## src/rtl/fifo_width_up.sv

```systemverilog
// rtl/fifo_width_up.sv - packs RATIO narrow FIFO words into one wide word (optional EOP flush: FIFO_WIDTH_UP_EOP_EN)
module fifo_width_up #(
    parameter int IN_BITS  = 8,
    parameter int RATIO    = 4,
    parameter int OUT_BITS = IN_BITS * RATIO,
    parameter int CBITS    = $clog2(RATIO)
) (
    input  logic                i_clk,
    input  logic                i_rst_n,
    input  logic                i_val,
    input  logic [IN_BITS-1:0]  i_dat,
    input  logic                i_eop,
    output logic                o_rdy,
    output logic                o_val,
    output logic [OUT_BITS-1:0] o_dat,
    output logic                o_eop,
    output logic [CBITS:0]      o_mod,
    input  logic                i_rdy
);

    // Lane count of words held in the pack register, and the pack register
    // itself. The top lane of pack is never written: the word that fills it
    // goes straight into the output register.
    logic [CBITS-1:0]    cnt;
    logic [OUT_BITS-1:0] pack;
    logic [OUT_BITS-1:0] next_word;
    logic [CBITS:0]      next_mod;
    logic                eop_in;
    logic                last_lane;
    logic                in_xfer;
    logic                out_xfer;
    logic                complete;

`ifdef FIFO_WIDTH_UP_EOP_EN
    assign eop_in = i_eop;
`else
    // End-of-packet has no effect in this build; the input is folded away.
    assign eop_in = 1'b0 & i_eop;
`endif

    assign last_lane = (cnt == CBITS'(RATIO - 1));

    // Non-completing words are always taken; a completing word only waits
    // when the output register is full and not draining this cycle.
    assign o_rdy    = (!last_lane && !eop_in) || !o_val || i_rdy;
    assign in_xfer  = i_val && o_rdy;
    assign out_xfer = o_val && i_rdy;
    assign complete = in_xfer && (last_lane || eop_in);

    // Pack register with the incoming word dropped into the current lane.
    // Lanes above cnt are always zero, so a short (flushed) word comes out
    // with its unused upper lanes already cleared.
    always_comb begin
        next_word = pack;
        next_word[int'(cnt) * IN_BITS +: IN_BITS] = i_dat;
        next_mod  = {1'b0, cnt} + {{CBITS{1'b0}}, 1'b1};
    end

    // Lane accumulation: append narrow words, restart at lane 0 on completion.
    always_ff @(posedge i_clk or negedge i_rst_n) begin
        if (!i_rst_n) begin
            cnt  <= '0;
            pack <= '0;
        end else if (complete) begin
            cnt  <= '0;
            pack <= '0;
        end else if (in_xfer) begin
            cnt  <= cnt + 1'b1;
            pack <= next_word;
        end
    end

    // Output register: load on completion (even while draining, so there is
    // no bubble), release on a transfer with nothing new, otherwise hold.
    always_ff @(posedge i_clk or negedge i_rst_n) begin
        if (!i_rst_n) begin
            o_val <= 1'b0;
            o_dat <= '0;
            o_eop <= 1'b0;
            o_mod <= '0;
        end else if (complete) begin
            o_val <= 1'b1;
            o_dat <= next_word;
            o_eop <= eop_in;
            o_mod <= next_mod;
        end else if (out_xfer) begin
            o_val <= 1'b0;
        end
    end

endmodule

```

## config.mk

```make
export PLATFORM = sky130hd
export DESIGN_NAME = fifo_width_up
export DESIGN_NICKNAME = d
export VERILOG_FILES = /design/src/rtl/fifo_width_up.sv
export SDC_FILE = /design/constraint.sdc
export NUM_CORES = 1
export LEC_CHECK = 0
export CORE_MARGIN = 3
export CORE_UTILIZATION = 45
export CTS_CLUSTER_SIZE = 10
export DETAILED_ROUTE_END_ITERATION = 16
export PLACE_DENSITY = 0.7
export SLEW_MARGIN = 20
export SYNTH_ARGS = -nofsm -noshare
export SYNTH_HDL_FRONTEND = slang
export SYNTH_SLANG_ARGS = --single-unit
```

## constraint.sdc

```tcl
create_clock -name i_clk -period 2.2 [get_ports i_clk]
set_clock_uncertainty 0.1 [all_clocks]
set_input_delay 0.22 -clock i_clk [delete_from_list [all_inputs] [get_ports i_clk]]
set_output_delay 0.22 -clock i_clk [all_outputs]
set_load 0.005 [all_outputs]
```

Word-level counts from Yosys, hierarchy flattened
Cells that the tools add are included.
{ "totals": {"regBits": 70, "in_bits": 13, "out_inout_bits": 38, "wordCells": 27} }
{ "op_classes": {"n_addsub": 3, "n_eq_ne": 1, "n_shift": 2, "mux": 7, "reduce_logical": 9} }
{ "op_table": {"columns": ["operator", "n"], "rows": [
  ["$mux W32", 2],
  ["$neg A5 Y33", 1],
  ["$shift A8 B33 Y32 const A", 1],
  ["$shiftx A8 B33 Y32", 1],
  ["$bwmux W32", 1],
  ["$mux W2", 2],
  ["$reduce_bool A2 Y1", 2],
  ["$add A2 B1 Y3 const B", 1],
  ["$logic_and A1 B1 Y1", 3],
  ["$add A2 B1 Y2 const B", 1],
  ["$eq A2 B2 Y1 const B", 1],
  ["$logic_not A1 Y1", 2],
  ["$logic_or A1 B1 Y1", 2],
  ["$mux W1", 2]
]} }

Depth between registers and ports, before layout
{ "logic_depth": {"ltp_word": 7, "mapped_depth": 7, "depth_no_buf": 5} }

Worst setup path after synthesis
No wires, ideal clock.
{ "synth_timing": {"path_type": "register -> register", "startpoint": "reg cnt[0]", "endpoint": "reg pack[0]", "setup_time_ns": 0.066, "arrival_time_ns": 1.689, "required_ns": 2.034, "slack_ns": 0.344, "stages_incl_launch_ff": 8, "path_buffers": 2, "synth_period_minus_slack_ns": 1.856, "cell_sequence": "dfrtp_1 inv_1 ha_1 nor4bb_1 buf_4 and2_4 buf_6 a22o_1"} }
{ "synth_between": {"elab_chain_cells": 7, "elab_cells_between_ends": 13} }
{ "synth_lines": {"columns": ["item", "line", "rtl"], "rows": [
  ["from (decl)", "24", "logic [CBITS-1:0] cnt;"],
  ["from (signal assigned)", "68", "cnt <= cnt + 1'b1;"],
  ["branches (longest 7 deep; another with $neg A5 Y33)", null, null],
  ["to (signal assigned)", "69", "pack <= next_word;"],
  ["to (decl)", "25", "logic [OUT_BITS-1:0] pack;"]
]} }
Several ways; the timed one is not identified. The select of a mux whose other input is x is not followed.
A chain may end at the register's enable or synchronous reset.

Worst setup path after layout
{ "layout_timing": {"startpoint": "reg cnt[0]", "endpoint": "out o_rdy"} }
{ "layout_between": {"elab_chain_cells": 4} }
{ "layout_lines": {"columns": ["item", "line", "rtl"], "rows": [
  ["$eq A2 B2 Y1", "41", "assign last_lane = (cnt == CBITS'(RATIO - 1));"],
  ["$logic_not A1 Y1", "45", "assign o_rdy = (!last_lane && !eop_in) || !o_val || i_rdy;"],
  ["$logic_or A1 B1 Y1 (2 in a row)", "45", null],
  ["to (decl)", "13", "output logic o_rdy,"]
]} }
No other way between the ends.

==> impl_metrics.py <==
metrics = {
    "final_layout": {
        "drive_gt1_share_pct": 20.20,
        "nets": 315,
        "final_area_mm2": 0.003666,
        "antennaDiodeCount": 0,
        "final_cell_mix": "61 x dfrtp_1, 47 x clkdlybuf4s50_1, 35 x a21oi_1, 21 x a22o_1, 20 x a21oi_2",
        "layoutNonFillerInstCount": 377,
        "fillers": 536,
        "area_delta_synth_final_pct": 27.78,
        "final_common_cell": "dfrtp_1",
    },
    "global_route": {
        "antenna_found_initial": 0,
        "grt.busiest_layer": "met2",
        "gr-total-overflow": 0,
        "grt_pass1_wl_um": 11630,
        "grt_usage_pct": 20.35,
        "grt_use_met1_pct": 29.98,
        "grtUsageMet2_pct": 30.08,
        "grt_start_max_net_pins": 31,
        "grtUsageMet3_pct": 5.283,
        "grt_pass1_vias": 2176,
    },
    "placement": {
        "place_ws_ns": 0.05260,
        "hpwl_um": 4621,
        "port_buffers": 48,
        "place_congestion": 0.8769,
        "place_inst": 359,
        "placed_area_mm2": 0.003411,
    },
    "synth": {
        "synth-warning-count": 0,
        "synth.net_count": 262,
        "seq_area_frac_synth_pct": 54.08,
        "synthCells": 244,
        "synth_cell_types": 35,
        "synth-seq-cells": 62,
        "syn_avg_cell_area_um2": 11.76,
        "syn_area_mm2": 0.002869,
    },
    "clocking": {
        "clock-sinks": 62,
        "htree_levels": 3,
        "path_clk_slew_ns": 0.06,
        "cts.path.max_buffers": 2,
        "tritoncts": "built",
        "root_buffer": "clkbuf_8",
        "clock_latency_ns": 0.33,
        "numCtsBuffers": 9,
    },
    "timing": {
        "fin_crit_sh_pct": 95.46,
        "worst_pin_slew_ns": 0.6509,
        "finalHoldViolCount": 0,
        "final.setup.tns_ns": 0,
        "max_freq_ghz": 0.4762,
        "relSlewSlack_pct": 56.41,
        "final-setup-viol-count": 0,
        "slew_viol_final": 0,
        "setup_slack_ns": 0.09992,
        "rsz0062_at_grt": "no",
        "post-route-min-period_ns": 2.100,
    },
    "hold_path": {
        "hold_path.class": "input pin to async pin",
    },
    "worst_setup_path": {
        "critPathLaunchType": "flip-flop",
        "max_stage_delay_ns": 0.51,
        "cp_max_fo": 8,
        "path_class": "flip-flop to output pin",
        "r2r_cells": 6,
        "cp-end-kind": "output pin",
        "critPathArrivalTime_ns": 1.78,
        "crit_chain": "ha_1, nand3b_1, clkdlybuf4s50_1",
        "slowest_stage": "clkdlybuf4s50_1",
        "required_ns": 1.88,
    },
    "detailed_routing": {
        "viasPerCell": 5.764,
        "vias": 2173,
        "drt-initial-drc-count": 213,
        "antenna_left": 0,
        "dr.pass1.iters": 4,
        "drc_errors": 0,
        "wire_per_inst_um": 17.96,
        "wirelength_um": 6770,
    },
    "power": {
        "leakage_nw": 1.528,
        "powerDensity_mw_per_mm2": 1262,
        "ir_worst_vdd_v": 0.0008144,
    },
    "floorplan": {
        "fp.dieArea_mm2": 0.007369,
        "coreArea_mm2": 0.006061,
        "num_rows": 28,
        "start_util_pct": 47.34,
        "ios": 51,
        "die_h_um": 85.85,
        "dieWidth_um": 85.85,
    },
    "outcome": {
        "status": "finished clean",
    },
    "job": {
        "cap_viol_max_count": 0,
    },
}
## logic make-up after synthesis
logic type | count (synthesis) | share of synthesized area [%]
AO/OA/AOI/OAI | 107 | 27.95
flip-flops | 62 | 54.08
AND/OR/NAND/NOR | 40 | 9.028
buffers and inverters | 26 | 5.451
adder cells (fa/ha/maj) | 5 | 2.181
multiplexers | 3 | 1.177
other | 1 | 0.1307
## Yosys cell counts (all sizes together)
cell     instances  area share (%)
a31oi            1            0.22
a32o             1            0.35
nor2b           10             2.2
a32oi           15             4.6
o2bb2ai         10             3.1
clkbuf           4            0.52
nor3b            1            0.65
mux2             3             1.2
o21ai            1            0.17
and3             2            0.44
conb             1            0.13
a21oi           55              12
o211ai           3            0.96
or2b             1            0.26
and4bb           1            0.44
buf             17             4.3
inv              5            0.65
a22o            21             6.4
and2             4            0.96
dfrtp           62              54
nand3            7             1.2
nand3b           1            0.26
ha               5             2.2
nand2b           3            0.74
nor4bb           1            0.35
nand4b           1            0.31
nand2            7             1.0
nand4            1            0.22
## routing by layer
metal | up-vias | part of all wire (%)
met5 | - | 0
li1 | 1022 | -
met1 | 1082 | 48
met4 | 0 | 0.96
met3 | 6 | 4.7
met2 | 63 | 46
## registers in the layout (all words and copies together), names as in the netlist
register  flops
cnt           2
o_val         1
o_mod         3
pack         24
o_dat        32
## power by group
part           internal (mW)  total (mW)  switching, mW  leakage [nW]
sequential              1.51        1.71          0.203         0.798
combinational          0.946        1.77          0.821         0.611
clock                  0.730        1.15          0.422         0.120
total                   3.18        4.63           1.45          1.53
## path summary, 6_finish.rpt
path | startpoint | endpoint | slack (ns)
hold / removal | i_rst_n | o_dat[20]$_DFFE_PN0P_ | 0.33
setup reg to reg | cnt[0]$_DFFE_PN0P_ | pack[1]$_DFFE_PN0P_ | 0.19
setup / recovery | cnt[0]$_DFFE_PN0P_ | o_rdy | 0.1
min in group i_clk | o_mod[2]$_DFFE_PN0P_ | o_mod[2]$_DFFE_PN0P_ | 0.37
max in group asynchronous | i_rst_n | pack[2]$_DFFE_PN0P_ | 1.09
hold reg to reg | o_mod[2]$_DFFE_PN0P_ | o_mod[2]$_DFFE_PN0P_ | 0.37
## metrics by stage
step | util, % | hold slack, ns | power, mW
3_3_place_gp | 56.28 | 0.1595 | 3.465
5_1_grt | 60.49 | 0.3601 | 4.940
3_5_place_dp | 56.28 | 0.1677 | 3.504
6_report | 60.49 | 0.3321 | 4.627
2_1_floorplan | - | -0.1756 | 2.669
4_1_cts | 60.43 | 0.3424 | 4.670
## layout make-up
| type | count | area [um^2] | area share [%] |
|---|---|---|---|
| timing repair buffer | 63 | 603.1 | 16.45 |
| inverter | 5 | 18.77 | 0.5119 |
| clock buffer | 13 | 168.9 | 4.608 |
| sequential | 62 | 1553 | 42.35 |
| clock inverter | 3 | 65.06 | 1.775 |
| multi-input combinational | 156 | 1164 | 31.74 |
| tap | 75 | 93.84 | 2.560 |
## critical path, delay by kind of cell (launching register included)
| kind | cells | cell delay (ns) |
|---|---|---|
| buffers and inverters | 1 | 0.51 |
| adder cells (fa/ha/maj) | 1 | 0.32 |
| flip-flops | 1 | 0.46 |
| AND/OR/NAND/NOR | 1 | 0.16 |
## repair_timing
action                                  4_1_cts  5_1_grt
pin swaps                                     1        0
endpoints found under the hold margin        23        0
resized for setup                             0        2
buffers inserted                              1        0
hold buffers                                  1        0
endpoints found under the setup margin        1        7
(Power assumes the default switching activity.)
